### config.mk
export PLATFORM = sky130hd
export DESIGN_NAME = if_weight_loader
export DESIGN_NICKNAME = d
export VERILOG_FILES = /design/src/rtl/if_weight_loader.sv
export SDC_FILE = /design/constraint.sdc
export NUM_CORES = 1
export LEC_CHECK = 0
export CORE_ASPECT_RATIO = 1.1
export CORE_MARGIN = 4
export CORE_UTILIZATION = 50
export CTS_BUF_LIST = sky130_fd_sc_hd__clkbuf_2 sky130_fd_sc_hd__clkbuf_4 sky130_fd_sc_hd__clkbuf_8
export DETAILED_ROUTE_END_ITERATION = 16
export HOLD_SLACK_MARGIN = 0.08
export PLACE_DENSITY = 0.72
export SETUP_SLACK_MARGIN = 0.02
export SYNTH_ARGS = -nofsm -noshare
export SYNTH_HDL_FRONTEND = slang
export SYNTH_SLANG_ARGS = --single-unit
### constraint.sdc
create_clock -name clk -period 6.1 [get_ports clk]
set_input_delay 0.61 -clock clk [delete_from_list [all_inputs] [get_ports clk]]
set_output_delay 0.61 -clock clk [all_outputs]
set_load 0.005 [all_outputs]
### src/rtl/if_weight_loader.sv
// Weight-memory configuration sequencer for if_network: streams weights into packed
// {layer, neuron, weight} addresses and optionally verifies them with a readback checksum.
module if_weight_loader #(
    parameter int WEIGHT_SIZE       = 32,
    parameter int LAYER_ADDR_WIDTH  = 32,
    parameter int NEURON_ADDR_WIDTH = 28,
    parameter int WEIGHT_ADDR_WIDTH = 10,
    parameter int MAX_NEURONS       = 1024
) (
    input  logic                                           clk,
    input  logic                                           rst,
    input  logic                                           start,
    input  logic                                           abort,
    input  logic [LAYER_ADDR_WIDTH-NEURON_ADDR_WIDTH-1:0]  cfg_layer,
    input  logic [NEURON_ADDR_WIDTH-WEIGHT_ADDR_WIDTH:0]   cfg_num_neurons,
    input  logic [WEIGHT_ADDR_WIDTH:0]                     cfg_num_inputs,
    input  logic                                           cfg_verify,
    input  logic                                           w_valid,
    output logic                                           w_ready,
    input  logic [WEIGHT_SIZE-1:0]                         w_data,
    output logic [LAYER_ADDR_WIDTH-1:0]                    mem_addr,
    output logic [WEIGHT_SIZE-1:0]                         mem_din,
    output logic                                           mem_wen,
    input  logic [WEIGHT_SIZE-1:0]                         mem_dout,
    output logic                                           busy,
    output logic                                           done,
    output logic                                           verify_ok,
    output logic                                           cfg_err
);

    localparam int LAYER_W = LAYER_ADDR_WIDTH - NEURON_ADDR_WIDTH;
    localparam int NIDX_W  = NEURON_ADDR_WIDTH - WEIGHT_ADDR_WIDTH;
    localparam int NCNT_W  = NIDX_W + 1;
    localparam int WCNT_W  = WEIGHT_ADDR_WIDTH + 1;

    localparam logic [NCNT_W-1:0] MAX_N = NCNT_W'(MAX_NEURONS);
    localparam logic [WCNT_W-1:0] MAX_W = {1'b1, {WEIGHT_ADDR_WIDTH{1'b0}}};
    localparam logic [NCNT_W-1:0] N_ONE = {{(NCNT_W-1){1'b0}}, 1'b1};
    localparam logic [WCNT_W-1:0] W_ONE = {{(WCNT_W-1){1'b0}}, 1'b1};

    typedef enum logic [2:0] {
        S_IDLE  = 3'd0,
        S_WRITE = 3'd1,
        S_READ  = 3'd2,
        S_DRAIN = 3'd3,
        S_DONE  = 3'd4
    } state_t;

    state_t                    state_r;
    logic [LAYER_W-1:0]        layer_r;
    logic [NCNT_W-1:0]         num_neurons_r;
    logic [WCNT_W-1:0]         num_inputs_r;
    logic                      verify_r;
    logic [NCNT_W-1:0]         n_idx_r;
    logic [WCNT_W-1:0]         w_idx_r;
    logic [WEIGHT_SIZE-1:0]    wsum_r;
    logic [WEIGHT_SIZE-1:0]    rsum_r;
    logic                      rd_pres_r;
    logic                      rd_data_r;
    logic                      chk_r;
    logic [LAYER_ADDR_WIDTH-1:0] mem_addr_r;
    logic [WEIGHT_SIZE-1:0]    mem_din_r;
    logic                      mem_wen_r;
    logic                      done_r;
    logic                      verify_ok_r;
    logic                      cfg_err_r;

    logic                      w_last_s;
    logic                      last_s;
    logic                      cfg_illegal_s;
    logic                      cfg_zero_s;
    logic [LAYER_ADDR_WIDTH-1:0] cur_addr_s;
    logic [WEIGHT_SIZE-1:0]    rsum_next_s;

    function automatic logic [LAYER_ADDR_WIDTH-1:0] pack_addr(
        input logic [LAYER_W-1:0]           layer,
        input logic [NIDX_W-1:0]            neuron,
        input logic [WEIGHT_ADDR_WIDTH-1:0] weight
    );
        return {layer, neuron, weight};
    endfunction

    assign w_last_s      = (w_idx_r == (num_inputs_r - W_ONE));
    assign last_s        = w_last_s && (n_idx_r == (num_neurons_r - N_ONE));
    assign cfg_illegal_s = (cfg_num_inputs > MAX_W) || (cfg_num_neurons > MAX_N);
    assign cfg_zero_s    = (cfg_num_inputs == '0) || (cfg_num_neurons == '0);
    assign cur_addr_s    = pack_addr(layer_r, n_idx_r[NIDX_W-1:0],
                                     w_idx_r[WEIGHT_ADDR_WIDTH-1:0]);
    // The read word for an address arrives two cycles after it is registered.
    assign rsum_next_s   = rd_data_r ? (rsum_r + mem_dout) : rsum_r;

    assign w_ready   = (state_r == S_WRITE);
    assign busy      = (state_r != S_IDLE);
    assign mem_addr  = mem_addr_r;
    assign mem_din   = mem_din_r;
    assign mem_wen   = mem_wen_r;
    assign done      = done_r;
    assign verify_ok = verify_ok_r;
    assign cfg_err   = cfg_err_r;

    // Sequencer state, counters, checksums and all registered outputs.
    always_ff @(posedge clk or posedge rst) begin
        if (rst) begin
            state_r       <= S_IDLE;
            layer_r       <= '0;
            num_neurons_r <= '0;
            num_inputs_r  <= '0;
            verify_r      <= 1'b0;
            n_idx_r       <= '0;
            w_idx_r       <= '0;
            wsum_r        <= '0;
            rsum_r        <= '0;
            rd_pres_r     <= 1'b0;
            rd_data_r     <= 1'b0;
            chk_r         <= 1'b0;
            mem_addr_r    <= '0;
            mem_din_r     <= '0;
            mem_wen_r     <= 1'b0;
            done_r        <= 1'b0;
            verify_ok_r   <= 1'b0;
            cfg_err_r     <= 1'b0;
        end else begin
            mem_wen_r <= 1'b0;
            done_r    <= 1'b0;
            rd_pres_r <= 1'b0;
            rd_data_r <= rd_pres_r;
            rsum_r    <= rsum_next_s;
            if (abort) begin
                state_r   <= S_IDLE;
                rd_data_r <= 1'b0;
                chk_r     <= 1'b0;
            end else begin
                case (state_r)
                    S_IDLE: begin
                        if (start) begin
                            layer_r       <= cfg_layer;
                            num_neurons_r <= cfg_num_neurons;
                            num_inputs_r  <= cfg_num_inputs;
                            verify_r      <= cfg_verify;
                            n_idx_r       <= '0;
                            w_idx_r       <= '0;
                            wsum_r        <= '0;
                            rsum_r        <= '0;
                            chk_r         <= 1'b0;
                            if (cfg_illegal_s) begin
                                cfg_err_r   <= 1'b1;
                                verify_ok_r <= 1'b0;
                                done_r      <= 1'b1;
                                state_r     <= S_DONE;
                            end else if (cfg_zero_s) begin
                                cfg_err_r   <= 1'b0;
                                verify_ok_r <= 1'b1;
                                done_r      <= 1'b1;
                                state_r     <= S_DONE;
                            end else begin
                                cfg_err_r   <= 1'b0;
                                verify_ok_r <= 1'b0;
                                state_r     <= S_WRITE;
                            end
                        end else begin
                            state_r <= S_IDLE;
                        end
                    end
                    S_WRITE: begin
                        if (w_valid) begin
                            mem_addr_r <= cur_addr_s;
                            mem_din_r  <= w_data;
                            mem_wen_r  <= 1'b1;
                            wsum_r     <= wsum_r + w_data;
                            if (last_s) begin
                                n_idx_r <= '0;
                                w_idx_r <= '0;
                                if (verify_r) begin
                                    state_r <= S_READ;
                                end else begin
                                    verify_ok_r <= 1'b1;
                                    done_r      <= 1'b1;
                                    state_r     <= S_DONE;
                                end
                            end else if (w_last_s) begin
                                w_idx_r <= '0;
                                n_idx_r <= n_idx_r + N_ONE;
                            end else begin
                                w_idx_r <= w_idx_r + W_ONE;
                            end
                        end else begin
                            state_r <= S_WRITE;
                        end
                    end
                    S_READ: begin
                        mem_addr_r <= cur_addr_s;
                        rd_pres_r  <= 1'b1;
                        if (last_s) begin
                            state_r <= S_DRAIN;
                        end else if (w_last_s) begin
                            w_idx_r <= '0;
                            n_idx_r <= n_idx_r + N_ONE;
                        end else begin
                            w_idx_r <= w_idx_r + W_ONE;
                        end
                    end
                    S_DRAIN: begin
                        chk_r   <= 1'b1;
                        done_r  <= 1'b1;
                        state_r <= S_DONE;
                    end
                    S_DONE: begin
                        // The last read word lands during the done cycle, so the
                        // compare settles on the edge that leaves DONE.
                        if (chk_r) begin
                            verify_ok_r <= (rsum_next_s == wsum_r);
                        end else begin
                            verify_ok_r <= verify_ok_r;
                        end
                        chk_r   <= 1'b0;
                        state_r <= S_IDLE;
                    end
                    default: begin
                        state_r <= S_IDLE;
                    end
                endcase
            end
        end
    end

endmodule

## After elaboration in Yosys (flattened, before gate mapping)

Cells that the tools add are included.

| storage, ports and cells | value |
|---|---|
| bits in registers | 203 |
| bits in latches | 0 |
| bits in writable memories | 0 |
| memory bits (read-only) | 0 |
| input port bits | 104 |
| output and inout bits | 70 |
| word-level logic and storage cells | 118 |
| memories kept | 0 |

| cells by class | value |
|---|---|
| add/sub/neg operators | 6 |
| multiply operators | 0 |
| divide/modulo/power cells | 0 |
| $lt $le $gt $ge | 2 |
| equal/unequal tests | 16 |
| shift-type cells | 0 |
| multiplexer cells | 55 |
| bitwise operators | 1 |
| reduce and logical (&&, ||, !) cells | 20 |

Operators by type and width:

| operator | count |
|---|---|
| 32-bit 2-to-1 mux | 7 |
| 32-bit case mux with 2 select lines | 2 |
| 19-bit 2-to-1 mux | 5 |
| 32-bit adder | 2 |
| 19-bit case mux with 3 select lines | 1 |
| 11-bit 2-to-1 mux | 5 |
| 11-bit case mux with 3 select lines | 1 |
| 32-bit == test | 1 |
| 3-bit 2-to-1 mux | 8 |
| 1-bit 2-to-1 mux | 22 |
| 19-bit by 1-bit adder with 19-bit output (second input constant) | 1 |
| 19-bit == test | 1 |
| 19-bit by 11-bit > comparator with 1-bit output (second input constant) | 1 |
| 19-bit zero test | 1 |
| 19-bit by 1-bit subtractor with 19-bit output (second input constant) | 1 |
| 3-bit case mux with 4 select lines | 1 |
| 11-bit by 1-bit adder with 11-bit output (second input constant) | 1 |
| 11-bit == test | 1 |
| 11-bit > comparator (second input constant) | 1 |
| 11-bit zero test | 1 |
| 11-bit by 1-bit subtractor with 11-bit output (second input constant) | 1 |
| 2-bit != test (second input constant) | 5 |
| 1-bit case mux with 3 select lines | 3 |
| 3-bit AND reduction | 3 |
| 17 further kinds | 24 |

## Longest topological paths before layout

| depth | value |
|---|---|
| depth after elaboration | 7 |
| depth in mapped cells | 15 |
| mapped depth without buffers | 12 |

## Least setup slack after synthesis

OpenSTA, ideal clock, no wires.

| path | value |
|---|---|
| path kind | register to register |
| start point | register num_neurons_r[5] |
| end point | register n_idx_r[9] |
| setup time | 0.132 ns |
| arrival | 3.613 ns |
| required time | 5.968 ns |
| slack | 2.356 ns |
| stages on the path, launching flop included | 15 |
| path buffers | 4 |
| period minus slack after synthesis | 3.744 ns |
| cells stage by stage | dfrtp_1 -> buf_6 -> or4_1 -> buf_2 -> or4_1 -> clkbuf_2 -> or4_1 -> a32oi_1 -> o22a_2 -> o31ai_2 -> a2111oi_4 -> buf_6 -> nand4_1 -> xnor2_1 -> nor2_1 |

| between the ends | value |
|---|---|
| cells in the longest elaborated chain, start to end | 6 |
| elaborated cells on any way between the ends | 8 |
| classes of those cells | 1 x add/sub; 2 x eq/ne; 3 x mux; 2 x reduce/logical |

Ends and longest elaborated chain:

| what | RTL line | source |
|---|---|---|
| from (decl) | 51 | `logic [NCNT_W-1:0] num_neurons_r;` |
| from (signal assigned) | 137 | `num_neurons_r <= cfg_num_neurons;` |
| 19-bit by 1-bit subtractor with 19-bit output (*) | 84 | `assign last_s = w_last_s && (n_idx_r == (num_neurons_r - N_ONE));` |
| 19-bit == test (*) | 84 |  |
| 1-bit logical AND (*) | 84 |  |
| 19-bit 2-to-1 mux | 170 | `if (last_s) begin` |
| 19-bit 2-to-1 mux | 165 | `if (w_valid) begin` |
| 19-bit case mux with 3 select lines | 133 | `case (state_r)` |
| to (signal assigned) | 182 | `n_idx_r <= n_idx_r + N_ONE;` |
| to (signal assigned) | 197 | `n_idx_r <= n_idx_r + N_ONE;` |
| to (decl) | 54 | `logic [NCNT_W-1:0] n_idx_r;` |

Mark *: on every way between the ends. The rest lies on a longest branch, timed or not. The select of a mux whose other input is x is not followed.
A chain may end at the register's enable or synchronous reset.

## Worst setup path after layout

| path | value |
|---|---|
| start point | register num_neurons_r[0] |
| end point | register verify_ok_r (netlist: verify_ok) |

| between the ends | value |
|---|---|
| cells in the longest elaborated chain, start to end | 5 |

Ends and longest elaborated chain:

| what | RTL line | source |
|---|---|---|
| 19-bit by 1-bit subtractor with 19-bit output | 84 |  |
| 19-bit == test | 84 |  |
| 1-bit logical AND | 84 |  |
| 2-bit by 1-bit != test with 1-bit output (no line) | n/a |  |
| 7-bit AND reduction (no line) | n/a |  |
| to (signal assigned) | 211 | `verify_ok_r <= (rsum_next_s == wsum_r);` |
| to (signal assigned) | 213 | `verify_ok_r <= verify_ok_r;` |
| to (decl) | 65 | `logic verify_ok_r;` |

No other way between the ends.

==> results.json <==
{
  "cp_cell_sequence": "inv_1, ha_1, or4b_1, or4b_2, a211o_1, nand3_1, nand4b_1, or3_4, a32o_1, nor4_1, o2111ai_1, o31ai_2",
  "cts_root_buf": "clkbuf_8",
  "pin_count": 174,
  "grt_max_degree": 132,
  "final_nets": 1945,
  "die-area_mm2": 0.03149,
  "hold_violations": 0,
  "ys_seq_elements": 203,
  "synth.distinct_cells": 91,
  "grt-ovfl-total": 0,
  "peakVddDrop_mv": 0.2481,
  "cts.clk_slew.worst_paths_ns": 0.06,
  "syn_avg_cell_area_um2": 8.765,
  "drtIter0Drc": 1040,
  "setup_viol": 0,
  "cts_tree": "done",
  "core.rowCount": 64,
  "p_leak_nw": 7.442,
  "critPathKind": "flip-flop to flip-flop",
  "fp.dieW_um": 169.6,
  "required_ns": 6.54,
  "ant_nets": 0,
  "slew_violations": 0,
  "cp_max_fo": 11,
  "worstSetupEndpointType": "flip-flop",
  "htreeDepth": 2,
  "drc": 0,
  "reg2reg_to": "verify_ok",
  "power.internal_mw": 2.575,
  "reg2reg_from": "num_neurons_r[0]",
  "whs_endpoint": "rd_data_r",
  "p_per_area_mw_per_mm2": 205.7,
  "track_usage": 0.2733,
  "holdPathStages": 1,
  "hp-class": "flip-flop to flip-flop",
  "syn_area_mm2": 0.01436,
  "cts_resized": 0,
  "max_freq_mhz": 222.3,
  "post_cts_buffers": 0,
  "drive_gt1_frac": 0.09328,
  "grt_pass1_vias": 13000,
  "finalSetupTns_ns": 0,
  "multi_input_area_mm2": 0.008703,
  "synth-main-ff-cell": "dfrtp_1",
  "status": "finished, final reports clean",
  "finish.utilization": 0.6097,
  "grt_first_pass_wirelength_mm": 69.39,
  "n_antenna_cell": 0,
  "start_kind": "flip-flop",
  "async_reset_ff_frac": 1.000,
  "post-route-period-util": 0.7374,
  "swShare": 0.2674,
  "ff2ff_path_depth": 12,
  "die_h_um": 185.7,
  "yosysSeqAreaShare": 0.3538,
  "cts.hold.buffers_added": 0,
  "power_frac_seq": 0.422,
  "power_frac_clock": 0.428,
  "rsz0062_at_grt": "false",
  "slowest_delay_ns": 0.69,
  "initial_core_util": 0.5122,
  "worst_slew_pin_slew_ns": 1.090,
  "vias": 13050,
  "fin_crit_ns": 4.498,
  "cts_max_path_buffers": 3,
  "fin_ws_ns": 1.602,
  "synth_edf_count": 0,
  "power_frac_comb": 0.150,
  "reg2reg_slack_ns": 1.60,
  "drtPass1Iterations": 5,
  "relSlewSlack": 0.2734,
  "numPortBuffers": 173,
  "register_area_mm2": 0.005081,
  "crit_arrival_ns": 4.94,
  "numClockSinks": 203,
  "place_ws_ns": 1.334,
  "cpMaxStageDelayCell": "or4b_2",
  "post_drt_wl_per_cell_um": 20.12,
  "yosysWarnings": 0,
  "routed_wl_mm": 43.53,
  "area_delta_synth_final_pct": 19.03,
  "clock_latency_ns": 0.55,
  "drv_cap": 0,
  "mostFrequentLayoutCell": "nand2_1",
  "core_area_mm2": 0.02803,
  "netlist_instances": 1638,
  "skew_ns": 0.03137,
  "p_sw_uw": 940.2,
  "min_from": "rd_pres_r",
  "syn_nets": 1810,
  "cts_buffers": 38,
  "hpwl_mm": 32.70,
  "layout_common_cells": "nand2_1 (227), dfrtp_1 (202), clkdlybuf4s50_1 (173), nor2_1 (124), xnor2_1 (98)",
  "post_drt_via_cell_ratio": 6.030,
  "antenna_found_initial": 0,
  "gp_congestion": 0.9868,
  "nFillCells": 2428
}
==> Yosys cell counts (all sizes together) (8+ instances only) <==
| library cell | count | area share |
|---|---|---|
| and3 | 14 | 0.0061 |
| ha | 66 | 0.058 |
| nand4 | 31 | 0.014 |
| nor4 | 30 | 0.013 |
| nand3 | 36 | 0.013 |
| or4 | 9 | 0.0048 |
| dfrtp | 203 | 0.35 |
| o211ai | 16 | 0.0084 |
| nor2b | 13 | 0.0057 |
| o31ai | 21 | 0.012 |
| or3 | 14 | 0.0064 |
| o21ai | 93 | 0.032 |
| a211oi | 19 | 0.0099 |
| nor3 | 46 | 0.016 |
| a21oi | 89 | 0.031 |
| xnor2 | 98 | 0.060 |
| mux2i | 24 | 0.017 |
| nand2b | 21 | 0.0092 |
| nor2 | 126 | 0.033 |
| xor2 | 57 | 0.035 |
| buf | 13 | 0.0058 |
| clkbuf | 75 | 0.023 |
| nand2 | 227 | 0.059 |
| inv | 36 | 0.0094 |
| a31oi | 17 | 0.0074 |
| o21a | 11 | 0.0058 |
| nor3b | 8 | 0.0042 |
| a21o | 29 | 0.015 |
| mux2 | 59 | 0.046 |
| nand3b | 12 | 0.0063 |
==> critical path: cells and delay by family (launching register included) <==
kind / cells / cell delay, ns
flip-flops: 1 / 0.45
adder cells (fa/ha/maj): 1 / 0.41
AND/OR/NAND/NOR: 6 / 2.41
AO/OA/AOI/OAI: 4 / 1.00
buffers and inverters: 1 / 0.11
==> state kept, by name, summed over array words and instances (netlist names) <==
register,count
verify_r,1
cfg_err,1
rsum_r,32
mem_wen,1
rd_pres_r,1
state_r,3
mem_addr,32
rd_data_r,1
n_idx_r,19
mem_din,32
w_idx_r,11
layer_r,4
verify_ok,1
num_inputs_r,11
done,1
wsum_r,32
chk_r,1
num_neurons_r,19
==> metal layers <==
metal | vias up | wire length (um) | global-route usage
li1 | 6195 | - | -
met1 | 6303 | 17860 | 0.3497
met2 | 443 | 21280 | 0.4662
met3 | 109 | 2511 | 0.04078
met4 | 0 | 1880 | 0.1114
met5 | - | 0 | 0
==> how the worst max path moves through the flow <==
| stage | to | start | cells past startpoint |
|---|---|---|---|
| after global routing | n_idx_r[13] | num_neurons_r[5] | 10 |
| after global placement | verify_ok | mem_dout[0] | 12 |
| after CTS | verify_ok | num_neurons_r[0] | 12 |
| after detailed placement | verify_ok | mem_dout[0] | 13 |
| after floorplan | n_idx_r[9] | num_neurons_r[5] | 14 |
| final | verify_ok | num_neurons_r[0] | 12 |
==> per-stage QoR <==
step	instance area [um2]	power [mW]	instances	hold slack, ns
6_report	17090	3.516	2164	0.4607
3_3_place_gp	16210	2.019	2096	0.4496
2_1_floorplan	14360	1.817	1638	0.4385
3_5_place_dp	16210	2.030	2096	0.4473
5_1_grt	17090	3.685	2164	0.4847
4_1_cts	17090	3.556	2164	0.4646
==> final cells by class <==
type | instances | area share
multi-input cells | 1309 | 0.5093
flip-flops and latches | 203 | 0.2974
repair buffers | 184 | 0.1069
clock buffers | 60 | 0.04357
well taps | 363 | 0.02658
inverters | 37 | 0.008347
clock inverters | 8 | 0.007908
==> kinds of logic after synthesis <==
logic type               after synthesis  share of synthesized area
AND/OR/NAND/NOR                      621                     0.2099
XOR/XNOR                             157                    0.09779
multiplexers                          83                    0.06301
adder cells (fa/ha/maj)               69                    0.06101
AO/OA/AOI/OAI                        379                     0.1735
buffers and inverters                126                    0.04096
flip-flops                           203                     0.3538
==> power groups by stage <==
| stage | Sequential (mW) | Clock, mW | Combinational [mW] |
|---|---|---|---|
| after floorplan | 1.48 | 0 | 0.341 |
| after global placement | 1.50 | 0 | 0.515 |
| after detailed placement | 1.51 | 0 | 0.523 |
| after CTS | 1.48 | 1.55 | 0.526 |
| after global routing | 1.49 | 1.61 | 0.577 |
| final | 1.48 | 1.51 | 0.526 |
No activity file was read; power rests on OpenSTA's default activity.
